<file path="src/rtl/cnn_accel_ahb_regif.sv">
// AHB-Lite control/status register file for the CNN accelerator: configuration, start pulses, sticky done flags.
// Optional interrupt output and IRQ_CTRL register at 0x24 when CNN_ACCEL_IRQ_EN is defined.
module cnn_accel_ahb_regif #(
    parameter int W_ADDR  = 32,
    parameter int W_DATA  = 32,
    parameter int W_SIZE  = 12,
    parameter int W_FRAME = 25
) (
    input  logic               HCLK,
    input  logic               HRESET,
    input  logic               HSEL,
    input  logic [W_ADDR-1:0]  HADDR,
    input  logic [1:0]         HTRANS,
    input  logic               HWRITE,
    input  logic [W_DATA-1:0]  HWDATA,
    input  logic               HREADY,
    output logic               HREADYOUT,
    output logic               HRESP,
    output logic [W_DATA-1:0]  HRDATA,
    output logic [W_FRAME-1:0] frame_size,
    output logic [W_SIZE-1:0]  width,
    output logic [W_SIZE-1:0]  height,
    output logic [W_SIZE-1:0]  start_delay,
    output logic [W_SIZE-1:0]  hsync_delay,
    output logic [19:0]        base_weight,
    output logic [11:0]        base_param,
    output logic [15:0]        layer_config,
    output logic [W_ADDR-1:0]  img_base,
    output logic               layer_start,
    input  logic               layer_done_i,
    output logic               img_load,
    input  logic               img_done_i
`ifdef CNN_ACCEL_IRQ_EN
    ,
    output logic               irq
`endif
);

    localparam logic [3:0] A_FRAME  = 4'h0;
    localparam logic [3:0] A_WH     = 4'h1;
    localparam logic [3:0] A_DELAY  = 4'h2;
    localparam logic [3:0] A_BASE   = 4'h3;
    localparam logic [3:0] A_LCFG   = 4'h4;
    localparam logic [3:0] A_LSTART = 4'h5;
    localparam logic [3:0] A_LDONE  = 4'h6;
    localparam logic [3:0] A_IMGB   = 4'h7;
    localparam logic [3:0] A_IMGLD  = 4'h8;
`ifdef CNN_ACCEL_IRQ_EN
    localparam logic [3:0] A_IRQ    = 4'h9;
`endif

    logic               r_dp_valid;
    logic               r_dp_write;
    logic [3:0]         r_dp_addr;
    logic [W_FRAME-1:0] r_frame;
    logic [W_SIZE-1:0]  r_width;
    logic [W_SIZE-1:0]  r_height;
    logic [W_SIZE-1:0]  r_start_delay;
    logic [W_SIZE-1:0]  r_hsync_delay;
    logic [19:0]        r_base_weight;
    logic [11:0]        r_base_param;
    logic [15:0]        r_layer_cfg;
    logic [W_ADDR-1:0]  r_img_base;
    logic               r_layer_go;
    logic               r_img_go;
    logic               r_layer_start;
    logic               r_img_load;
    logic               r_layer_done;
    logic               r_img_done;
    logic [W_DATA-1:0]  w_rdata;
    logic               w_addr_valid;
    logic               w_wr_en;
    logic               w_unused;

    assign w_addr_valid = HSEL & HREADY & HTRANS[1];
    assign w_wr_en      = r_dp_valid & r_dp_write;
    assign w_unused     = ^{HADDR[W_ADDR-1:6], HADDR[1:0], HTRANS[0]};

    always_ff @(posedge HCLK) begin
        if (HRESET) begin
            r_dp_valid <= 1'b0;
            r_dp_write <= 1'b0;
            r_dp_addr  <= 4'h0;
        end else begin
            r_dp_valid <= w_addr_valid;
            if (w_addr_valid) begin
                r_dp_write <= HWRITE;
                r_dp_addr  <= HADDR[5:2];
            end
        end
    end

    always_ff @(posedge HCLK) begin
        if (HRESET) begin
            r_frame       <= '0;
            r_width       <= '0;
            r_height      <= '0;
            r_start_delay <= '0;
            r_hsync_delay <= '0;
            r_base_weight <= '0;
            r_base_param  <= '0;
            r_layer_cfg   <= '0;
            r_img_base    <= '0;
        end else if (w_wr_en) begin
            case (r_dp_addr)
                A_FRAME: r_frame <= HWDATA[W_FRAME-1:0];
                A_WH: begin
                    r_width  <= HWDATA[W_SIZE-1:0];
                    r_height <= HWDATA[16+W_SIZE-1:16];
                end
                A_DELAY: begin
                    r_start_delay <= HWDATA[W_SIZE-1:0];
                    r_hsync_delay <= HWDATA[2*W_SIZE-1:W_SIZE];
                end
                A_BASE: begin
                    r_base_weight <= HWDATA[19:0];
                    r_base_param  <= HWDATA[31:20];
                end
                A_LCFG:  r_layer_cfg <= HWDATA[15:0];
                A_IMGB:  r_img_base  <= HWDATA[W_ADDR-1:0];
                default: ;
            endcase
        end
    end

    // Pulses fire only on a 0->1 transition of the last written start bit.
    always_ff @(posedge HCLK) begin
        if (HRESET) begin
            r_layer_go    <= 1'b0;
            r_img_go      <= 1'b0;
            r_layer_start <= 1'b0;
            r_img_load    <= 1'b0;
        end else begin
            r_layer_start <= 1'b0;
            r_img_load    <= 1'b0;
            if (w_wr_en && r_dp_addr == A_LSTART) begin
                r_layer_go    <= HWDATA[0];
                r_layer_start <= HWDATA[0] & ~r_layer_go;
            end
            if (w_wr_en && r_dp_addr == A_IMGLD) begin
                r_img_go   <= HWDATA[0];
                r_img_load <= HWDATA[0] & ~r_img_go;
            end
        end
    end

    // Done flags: a new done event beats the clearing start pulse.
    always_ff @(posedge HCLK) begin
        if (HRESET) begin
            r_layer_done <= 1'b0;
            r_img_done   <= 1'b0;
        end else begin
            if (layer_done_i)       r_layer_done <= 1'b1;
            else if (r_layer_start) r_layer_done <= 1'b0;
            if (img_done_i)         r_img_done   <= 1'b1;
            else if (r_img_load)    r_img_done   <= 1'b0;
        end
    end

`ifdef CNN_ACCEL_IRQ_EN
    logic [1:0] r_irq_mask;
    logic       r_irq;

    always_ff @(posedge HCLK) begin
        if (HRESET) begin
            r_irq_mask <= 2'b00;
            r_irq      <= 1'b0;
        end else begin
            if (w_wr_en && r_dp_addr == A_IRQ) r_irq_mask <= HWDATA[1:0];
            r_irq <= |(r_irq_mask & {r_img_done, r_layer_done});
        end
    end

    assign irq = r_irq;
`endif

    always_comb begin
        w_rdata = '0;
        if (r_dp_valid && !r_dp_write) begin
            case (r_dp_addr)
                A_FRAME: w_rdata = {{(W_DATA-W_FRAME){1'b0}}, r_frame};
                A_WH:    w_rdata = {{(W_DATA-16-W_SIZE){1'b0}}, r_height, {(16-W_SIZE){1'b0}}, r_width};
                A_DELAY: w_rdata = {{(W_DATA-2*W_SIZE){1'b0}}, r_hsync_delay, r_start_delay};
                A_BASE:  w_rdata = {r_base_param, r_base_weight};
                A_LCFG:  w_rdata = {{(W_DATA-16){1'b0}}, r_layer_cfg};
                A_LDONE: w_rdata = {{(W_DATA-1){1'b0}}, r_layer_done};
                A_IMGB:  w_rdata = r_img_base;
                A_IMGLD: w_rdata = {{(W_DATA-1){1'b0}}, r_img_done};
`ifdef CNN_ACCEL_IRQ_EN
                A_IRQ:   w_rdata = {{(W_DATA-2){1'b0}}, r_irq_mask};
`endif
                default: w_rdata = '0;
            endcase
        end
    end

    assign HRDATA       = w_rdata;
    assign HREADYOUT    = 1'b1;
    assign HRESP        = 1'b0;
    assign frame_size   = r_frame;
    assign width        = r_width;
    assign height       = r_height;
    assign start_delay  = r_start_delay;
    assign hsync_delay  = r_hsync_delay;
    assign base_weight  = r_base_weight;
    assign base_param   = r_base_param;
    assign layer_config = r_layer_cfg;
    assign img_base     = r_img_base;
    assign layer_start  = r_layer_start;
    assign img_load     = r_img_load;

endmodule

</file>
<file path="config.mk">
export PLATFORM = sky130hd
export DESIGN_NAME = cnn_accel_ahb_regif
export DESIGN_NICKNAME = d
export VERILOG_FILES = /design/src/rtl/cnn_accel_ahb_regif.sv
export SDC_FILE = /design/constraint.sdc
export NUM_CORES = 1
export LEC_CHECK = 0
export CAP_MARGIN = 20
export CORE_ASPECT_RATIO = 1.1
export CORE_UTILIZATION = 45
export DETAILED_ROUTE_END_ITERATION = 7
export HOLD_SLACK_MARGIN = 0.05
export PLACE_DENSITY = 0.81
export SLEW_MARGIN = 25
export SYNTH_ARGS = -nofsm -noshare
export SYNTH_HDL_FRONTEND = slang
export SYNTH_SLANG_ARGS = --single-unit
export TNS_END_PERCENT = 100
</file>
<file path="constraint.sdc">
create_clock -name HCLK -period 2.17 [get_ports HCLK]
set_input_delay 0.434 -clock HCLK [delete_from_list [all_inputs] [get_ports HCLK]]
set_output_delay 0.434 -clock HCLK [all_outputs]
set_load 0.02 [all_outputs]
</file>
==> summary.txt <==
Timing
  • Setup clock skew after layout: roughly 0.0054 ns
  • Fin crit share: 1.103
  • RSZ-0062 raised after global routing: true
  • Worst setup margin: -0.2241 ns
  • FMAX: around 420 MHz
  • Minimum clock period: about 2.4 ns
  • Tightest Pin Transition: around 0.57 ns
  • Max_slew headroom: 0.6221
  • Slew Limit Fails: 0
  • Final Hold Viols: 0
  • Final setup violating endpoints: 32

Synthesis
  • Synth top area cells: dfxtp_1, nand2_1, a21oi_1
  • Synth cell types: between 40 and 50
  • YS warnings: 0
  • Post-synth EDFFs: 0
  • Synthesized cell area: between 0.007 and 0.008 mm^2
  • Flops & latches, synth: between 150 and 200
  • Synthesized Nets: slightly below 1000
  • Sequential cell area fraction in the yosys report: 0.4553
  • Synth top area share: 0.4553
  • Top_reg_cell synth: dfxtp_1
  • Post-synth ARST share: 0
  • Area leader, netlist: dfxtp_1
  • Post-Syn Area per Cell: between 7 and 8 um^2
  • Mapped Cells: about 920

GRT
  • Largest net degree at the start of global routing: 54
  • Gr usage total: 0.3131
  • Vias in the first global route: around 7400
  • Global-route wire length before repair: a little under 40000 um
  • Initial antenna violation count: 0
  • Total grt overflow: 0

CTS
  • Clock-pin slew on the worst setup and hold paths: roughly 0.060 ns
  • Worst-Skew Late Latency: approximately 0.43 ns
  • Cts hold-fix bufs: 0
  • CTS H-tree depth: 4
  • CTS tree: built
  • Clock Tree Root: clkbuf_16
  • Clock Sinks: 165
  • CTS buffer count: 17
  • Maximum clock insertion buffer count: 2

Final layout
  • Antenna cells: 0
  • Layout cells sized above 1: 0.1933
  • Fin nets: 1261
  • Filler Cells Inserted: ~1200
  • P&R area growth vs syn: 53.14%
  • Post-route cell area: approximately 0.011 mm^2

Min path
  • Hold Crit Class: reg2reg

Die
  • Starting Density: 0.4610
  • Die Y: around 140 um
  • Core area: 0.01574 mm^2
  • Die width: around 120 um
  • I/O pin count: about 260
  • Site Rows: 48
  • Die area: 0.01663 mm^2

Detailed routing
  • Wire per inst: 18.86 um
  • DR iter-0 viols: about 840
  • Vias per inst: 5.606
  • First-pass iteration count of the detailed router: 8
  • Detailed-route via count: between 7000 and 8000
  • Post-DRT Antenna Nets: 0
  • Detailed Route WL: between 20000 and 30000 um
  • Number of remaining DRC errors: 17

Worst setup path
  • Crit path largest cell delay: around 0.41 ns
  • Peak fanout along the critical path: 14
  • Slowest-stage cell, CP: dfxtp_4
  • Worst setup SP type: register
  • FF-to-FF setup slack: 0.07 ns
  • Worst Setup End Kind: output pin
  • Crit path max-delay family: buffers and inverters
  • Critical path arrival: slightly below 2 ns
  • WP buf/inv: 3
  • Worst Path Required: between 1.5 and 2 ns
  • Critical path class: reg2out
  • Sequence of cells on the critical path: buf_4 -> buf_6 -> mux2i_1 -> o221ai_1 -> nor2b_1 -> clkdlybuf4s15_2

Placement
  • Final GP Congestion: between 0.8 and 0.9
  • Placed cell areas: around 0.010 mm^2
  • Hpwl dp: roughly 18000 um
  • Dpl ws: -0.2317 ns
  • Port bufs: between 200 and 250

Flow run
  • Max-cap violation count: 0

Run status
  • Failing checks: DRC, setup timing
  • Status: complete, but fails checks

Power and ir drop
  • PwrDens: approximately 600 mW/mm^2
  • Leakage dissipation: 3.889 nW
  • Worst vdd ir: between 400 and 500 uV
  • Total design power: 0.006777 W
==> state kept, by name, indices dropped and copies added, names as in the netlist <==
| name | flops |
|---|---|
| base_param | 12 |
| base_weight | 20 |
| frame_size | 25 |
| height | 12 |
| hsync_delay | 12 |
| img_base | 32 |
| img_load | 1 |
| layer_config | 16 |
| layer_start | 1 |
| r_dp_addr | 4 |
| r_dp_valid | 1 |
| r_dp_write | 1 |
| r_img_done | 1 |
| r_img_go | 1 |
| r_layer_done | 1 |
| r_layer_go | 1 |
| start_delay | 12 |
| width | 12 |
==> power by group <==
group	internal (W)	switching, W	total [W]
sequential	0.00303	0.0000101	0.00304
combinational	0.000192	0.000220	0.000412
clock	0.00207	0.00125	0.00332
==> metal layers <==
| layer | share of wire | routed length (um) | track usage | up-vias |
|---|---|---|---|---|
| met5 | 0 | 0 | 0 | - |
| met4 | 0.033 | 881 | 0.1499 | 0 |
| met3 | 0.094 | 2483 | 0.07870 | 76 |
| met2 | 0.48 | 12730 | 0.5112 | 451 |
| met1 | 0.39 | 10310 | 0.3839 | 3683 |
| li1 | - | - | - | 3639 |
==> cell usage after synthesis, drive strengths merged (10+ instances only) <==
master  number
a22oi       10
nand2      321
nor2        40
clkbuf      23
mux2        26
a222oi      12
dfxtp      165
a22o        17
a21oi      161
buf         53
mux2i       16
==> cell type report <==
cell class / instances / area, um^2 / area share
Clock inverter: 12 / 201.4 / 0.01813
Sequential cell: 165 / 3314 / 0.2983
Tap cell: 200 / 250.2 / 0.02253
Timing Repair Buffer: 328 / 3196 / 0.2876
Inverter: 4 / 15.01 / 0.001352
Multi-Input combinational cell: 672 / 3690 / 0.3321
Clock buffer: 19 / 442.9 / 0.03987
==> placed cells by master (no fill, tap or decap), types with 15 or more instances in the layout <==
cell / n
buf_4: 91
a22o_1: 17
clkdlybuf4s50_1: 197
a21oi_1: 157
nand2_1: 320
clkbuf_16: 17
nor2_1: 34
mux2i_1: 15
mux2_2: 23
dfxtp_1: 162
==> cell families (layout without fill, tap and decap cells) <==
kind of cell           count (synthesis)  count (layout)  synth area share
DFF                                  165             165            0.4553
and+or+nand+nor                      400             400            0.2263
buffers and inverters                 80             363           0.06226
muxes                                 44              44           0.06864
other                                  2               2          0.001035
AOI/OAI and AO/OA                    226             226            0.1864
==> final timing paths <==
| kind | startpoint | to | cells after the start |
|---|---|---|---|
| worst max register to register | r_dp_addr[2] | base_weight[17] | 8 |
| worst min register to register | r_layer_go | layer_start | 1 |
| worst min-delay path | r_layer_go | layer_start | 1 |
| worst max-delay path | r_dp_addr[2] | HRDATA[6] | 6 |
==> per-stage QoR <==
stage,TNS [ns],hold slack (ns),instances,util
2_1_floorplan,0,0.3920,917,-
3_3_place_gp,-5.248,0.4052,1361,0.6469
3_5_place_dp,-5.864,0.4126,1361,0.6469
4_1_cts,-4.870,0.4253,1397,0.6978
5_1_grt,-7.184,0.4377,1400,0.7060
6_report,-5.361,0.4278,1400,0.7060
==> what timing repair did <==
item,in CTS,in global routing
pin swaps,17,18
buffers inserted,5,3
resized for setup,186,31
endpoints found under the setup margin,34,48
(Power assumes the default switching activity.)
==> edit 1: new RTL, config.mk and constraints unchanged <==
Build with the macro `CNN_ACCEL_IRQ_EN` defined.
--- a/src/rtl/cnn_accel_ahb_regif.sv
+++ b/src/rtl/cnn_accel_ahb_regif.sv
@@ -1,5 +1,7 @@
 // AHB-Lite control/status register file for the CNN accelerator: configuration, start pulses, sticky done flags.
 // Optional interrupt output and IRQ_CTRL register at 0x24 when CNN_ACCEL_IRQ_EN is defined.
+`define CNN_ACCEL_IRQ_EN
+
 module cnn_accel_ahb_regif #(
     parameter int W_ADDR  = 32,
     parameter int W_DATA  = 32,
Behaviour (old outputs only; new: irq): not the same (Yosys sat finds a counterexample within 4 cycles, from zero or initial values and one cycle with HRESET high).
==> edit 1 against the original RTL <==
- the run ends with setup timing left
- clock skew grew 0.0016 ns
- setup slack lost 0.059 ns
- global-route usage shrank 1.2 points
- sequential share of layout area shrank 0.072 points
- synthesized area grew 2.1%
- die area grew 2.1%
- sequential cell count grew 3
- critical path depth grew 1
- wire length grew 5.0%
- register-to-register slack gained 0.10 ns
- cell area grew 2.1%
- largest power group unchanged
- worst hold slack lost 0.0045 ns
- sequential power grew 2%
- total power shrank 1.7%
- critical path type unchanged
==> edit 1: results (changes against the original RTL) <==
Outcome
  • Status: finished with violations (unchanged)
  • Failing checks: setup timing (was DRC, setup timing)

Placement
  • Placed cells: 1376 (was 1361)
  • Final HPWL DP: 17300 µm (was 17900 µm)
  • Port bufs: 231 (was 230)
  • GPL Wtd Cong: 0.862 (was 0.888)
  • Cell Area, Placed: 0.0102 mm² (about the same)

Setup path
  • Crit path largest cell delay: 0.41 ns (about the same)
  • CP max FO: 6 (was 14)
  • Crit path DAT: 2.02 ns (was 1.96 ns)
  • Worst r2r src: r_dp_addr[2] (unchanged)
  • FF-to-FF path depth: 7 (was 8)
  • CP top delay family: simple AND/OR/NAND/NOR gates (was buffers and inverters)
  • Slowest-stage cell, CP: or3_4 (was dfxtp_4)
  • Reg2reg setup slack: 0.17 ns (was 0.07 ns)
  • End of the worst register-to-register path: frame_size[4] (was base_weight[17])

Finish
  • Fill count: 1174 (was 1185)
  • Fin nets: 1282 (was 1261)
  • Share of layout cells above drive strength 1: 18.9% (was 19.3%)
  • Max reg flops: 32 (unchanged)

Timing
  • Clock skew: 0.00696 ns (was 0.00540 ns)
  • Total negative slack: -5.10 ns (was -5.36 ns)
  • Worst Slack Setup Final: -0.283 ns (was -0.224 ns)
  • Setup violators final: 28 (was 32)

Detailed routing
  • Vias: 8177 (was 7849)
  • 1st-pass router iterations: 5 (was 8)
  • WL/cell: 19.5 µm (was 18.9 µm)
  • Vias per std cell: 5.75 (was 5.61)
  • DRT iter0 DRCs: 796 (was 837)

Synthesis
  • Synth cell count leaders: nand2_1, a21oi_1, dfxtp_1 (was nand2_1, dfxtp_1, a21oi_1)
  • Synth area leaders: dfxtp_1, nand2_1, a21oi_1, mux2i_1, a22o_1 (was dfxtp_1, nand2_1, a21oi_1, mux2_2, mux2i_1)
  • Library cells used by synthesis: 45 (was 49)
  • Yosys top cell area share: 45.4% (was 45.5%)
  • Seq/Total Area, Yosys: 45.4% (was 45.5%)
  • Post-synthesis instance total: 951 (was 917)
  • Most used DFF post-synth: dfxtp_1 (unchanged)
  • Syn_nets: 1024 (was 990)

Min path
  • Worst Hold Launch: r_img_go (was r_layer_go)
  • Worst Hold End: img_load (was layer_start)

GRT
  • Vias in the first global route: 7594 (was 7361)
  • Global-route wire length before repair: 39900 µm (was 39600 µm)
  • GRT Util Overall: 30.1% (was 31.3%)
  • Pin count of the biggest net entering global routing: 85 (was 54)

Pwr
  • VDD IR max: 0.000514 V (was 0.000435 V)
  • Leakage Power: 3.82 nW (was 3.89 nW)

Clocking
  • # H-tree levels: 4 (unchanged)
edit 1: cell count changes in the layout (fill, tap and decap cells not counted), moves of 5 or more:
cell,delta
mux2i_1,+18
a22o_1,+10
a222oi_1,-12
mux2_2,-20
clkdlybuf4s15_2,-6
a21oi_2,+8
o22ai_2,+5
a21oi_1,+8
buf_6,+17
o22ai_4,+5
buf_4,-24
edit 1: worst reg2reg max path, cell delays in order, from the launching register on:
cell and delay (ns):
dfxtp_4 0.39, buf_12 0.15, buf_12 0.14, and4bb_4 0.41, and2_1 0.36, buf_12 0.22
nand2_1 0.08, a21oi_1 0.17
edit 1: cell families after synthesis:
family | share of synthesized area [%]
simple gates | 22.6
compound gates | 19.4
flops | 45.4
buf+inv | 6.57
mux | 5.90
other cells | 0.101
edit 1: stage by stage:
stage | setup slack, ns | hold WS, ns | power (mW)
after floorplan | 0.0964 | 0.392 | 3.31
after global placement | -0.293 | 0.407 | 3.52
after detailed placement | -0.361 | 0.417 | 3.52
after CTS | -0.231 | 0.425 | 6.62
after global routing | -0.324 | 0.437 | 6.83
final | -0.283 | 0.423 | 6.66
edit 1: how the worst max path moves through the flow:
stage	start	to	slack [ns]	cells after the start
2_1_floorplan	r_dp_addr[1]	HRDATA[8]	0.1	5
3_3_place_gp	r_dp_addr[1]	HRDATA[1]	-0.29	7
3_5_place_dp	r_dp_addr[1]	HRDATA[8]	-0.36	7
4_1_cts	r_dp_addr[0]	HRDATA[12]	-0.23	7
5_1_grt	r_dp_addr[1]	HRDATA[15]	-0.32	7
6_report	r_dp_addr[1]	HRDATA[14]	-0.28	7
edit 1: report_power, final:
part,switching (mW),leakage [nW],internal (mW)
registers,0.0112,1.36,3.09
logic,0.240,2.17,0.198
clock network,1.26,0.292,1.87
total,1.51,3.82,5.15
edit 1: area by class of cell:
| class | count | area [µm²] | area share, % |
|---|---|---|---|
| Clock inverter | 12 | 150 | 1.32 |
| Timing Repair Buffer | 318 | 3190 | 28.1 |
| Clock buffer | 20 | 457 | 4.03 |
| Tap cell | 200 | 250 | 2.21 |
| Inverter | 4 | 15.0 | 0.132 |
| Multi-Input combinational cell | 700 | 3910 | 34.5 |
| Sequential cell | 168 | 3380 | 29.8 |
edit 1: metal layers:
metal	wire (µm)	track usage [%]	share of wire (%)	up-vias
met2	13600	50.2	49	528
met1	10300	35.9	37	3846
li1	-	-	-	3712
met5	0	0	0	-
met3	2640	7.23	9.5	91
met4	1090	16.5	3.9	0
edit 1: timing repair:
| item | CTS | global route |
|---|---|---|
| endpoints found under the hold margin | 0 | 0 |
| endpoints found under the setup margin | 32 | 64 |
| pin swaps | 27 | 37 |
| setup buffers | 8 | 4 |
| gates resized for setup | 204 | 68 |
| cloned | 1 | 3 |
==> edit 2: new RTL, same flow settings <==
Without the edit above. Remove the case item `A_DELAY` of the case on `r_dp_addr`.
--- a/src/rtl/cnn_accel_ahb_regif.sv
+++ b/src/rtl/cnn_accel_ahb_regif.sv
@@ -180,7 +180,6 @@
             case (r_dp_addr)
                 A_FRAME: w_rdata = {{(W_DATA-W_FRAME){1'b0}}, r_frame};
                 A_WH:    w_rdata = {{(W_DATA-16-W_SIZE){1'b0}}, r_height, {(16-W_SIZE){1'b0}}, r_width};
-                A_DELAY: w_rdata = {{(W_DATA-2*W_SIZE){1'b0}}, r_hsync_delay, r_start_delay};
                 A_BASE:  w_rdata = {r_base_param, r_base_weight};
                 A_LCFG:  w_rdata = {{(W_DATA-16){1'b0}}, r_layer_cfg};
                 A_LDONE: w_rdata = {{(W_DATA-1){1'b0}}, r_layer_done};
Function: changed (Yosys sat finds a counterexample within 4 cycles, from zero or initial values and one cycle with HRESET high).
==> edit 2 against the original RTL <==
- the flow finishes with violations (setup timing)
- sequential cell count unchanged
- first-iteration DRC count increased by 44%
- total power shrank 3.2%
- cell area grew 5.9%
- wire length up 15%
- clock skew increased by 0.0020 ns
- setup slack got worse by 0.093 ns
- synthesized area up 8.0%
==> edit 2: results (changes against the original RTL) <==
Outcome
  • Status: finished with violations (unchanged)
  • Failing checks: setup timing (was DRC, setup timing)

Placement
  • Port bufs: 230 (unchanged)
  • Pre-CTS setup slack: -0.291 ns (was -0.232 ns)
  • GPL Wtd Cong: 0.909 (was 0.888)
  • Final HPWL DP: 18500 µm (was 17900 µm)
  • Cell Area, Placed: 0.0107 mm² (was 0.0102 mm²)

Timing
  • Total negative slack: -7.25 ns (was -5.36 ns)
  • Worst Slack Setup Final: -0.318 ns (was -0.224 ns)
  • Clock skew: 0.00743 ns (was 0.00540 ns)
  • Worst slew pin tran: 0.588 ns (was 0.567 ns)
  • Setup violators final: 32 (unchanged)

Finish
  • Share of layout cells above drive strength 1: 20.8% (was 19.3%)
  • Fin nets: 1268 (was 1261)
  • Final std cells w/o fill: 1441 (was 1400)

Synthesis
  • Synth area leaders: dfxtp_1, a21oi_1, nand3_1, o21ai_0, mux2_2 (was dfxtp_1, nand2_1, a21oi_1, mux2_2, mux2i_1)
  • Library cells used by synthesis: 39 (was 49)
  • Synth Area in XOR/XNOR: 0% (unchanged)
  • Syn_nets: 1038 (was 990)
  • Seq/Total Area, Yosys: 42.1% (was 45.5%)
  • Post-synthesis compound-gate area fraction: 26.8% (was 18.6%)
  • Mux cell area share after synthesis: 4.07% (was 6.86%)
  • Synth cell count leaders: a21oi_1, dfxtp_1, nand3_1 (was nand2_1, dfxtp_1, a21oi_1)
  • Synth Area per Inst: 8.12 µm² (was 7.91 µm²)

Min path
  • Tightest Hold Check Type: register to register (unchanged)

GRT
  • GRT Util Overall: 33.0% (was 31.3%)
  • Global-route wire length before repair: 46100 µm (was 39600 µm)
  • Vias in the first global route: 8363 (was 7361)
  • Pin count of the biggest net entering global routing: 55 (was 54)

Pwr
  • Leakage Power: 3.86 nW (was 3.89 nW)
  • VDD IR max: 0.000529 V (was 0.000435 V)
  • Pwr dens: 558 mW/mm² (was 610 mW/mm²)
  • Clk pwr: 3.02 mW (was 3.32 mW)
  • Combinational power: 0.489 mW (was 0.412 mW)
  • Switch Pwr: 1.57 mW (was 1.48 mW)

Setup path
  • Crit path largest cell delay: 0.54 ns (was 0.41 ns)
  • Slowest-stage cell, CP: or4b_1 (was dfxtp_4)
  • Startpoint types: register (unchanged)
  • CP top delay family: simple AND/OR/NAND/NOR gates (was buffers and inverters)
  • Crit path DAT: 2.05 ns (was 1.96 ns)
  • CP max FO: 8 (was 14)

Clocking
  • Total CTS buffers: 17 (unchanged)
  • Clock Pin Slew Worst Setup and Hold Paths: 0.06 ns (about the same)
  • # H-tree levels: 4 (unchanged)

Detailed routing
  • Vias per std cell: 6.19 (was 5.61)
  • 1st-pass router iterations: 6 (was 8)
  • WL/cell: 21.0 µm (was 18.9 µm)
  • DRT iter0 DRCs: 1209 (was 837)
edit 2: path summary, 6_finish.rpt:
path	start	end	slack (ns)	cells after the start
setup / recovery	r_dp_addr[0]	HRDATA[11]	-0.32	5
hold / removal	r_layer_go	layer_start	0.43	1
setup reg to reg	r_dp_addr[0]	base_weight[0]	0.32	6
hold reg to reg	r_layer_go	layer_start	0.43	1
edit 2: timing repair:
item	in CTS	in global routing
cloned	5	2
hold buffers	0	0
hold endpoints to repair	0	0
endpoints found under the setup margin	32	32
pin swaps	16	37
resized for setup	212	27
buffers inserted	19	3
edit 2: final cells by class:
cell class                      count  area, µm²
Timing Repair Buffer              331       3420
Clock inverter                     11        128
Multi-Input combinational cell    677       4140
Inverter                            3       11.3
Fill cell                        1312       5260
Sequential cell                   165       3320
Clock buffer                       20        457
Tap cell                          234        293
edit 2: per-layer routing:
layer	GRT usage (%)	vias to the layer above	wire length, µm
met2	51.7	543	14100
met1	42.4	4278	12000
met4	17.1	0	1250
li1	-	3996	-
met5	0	-	0
met3	7.03	105	2880
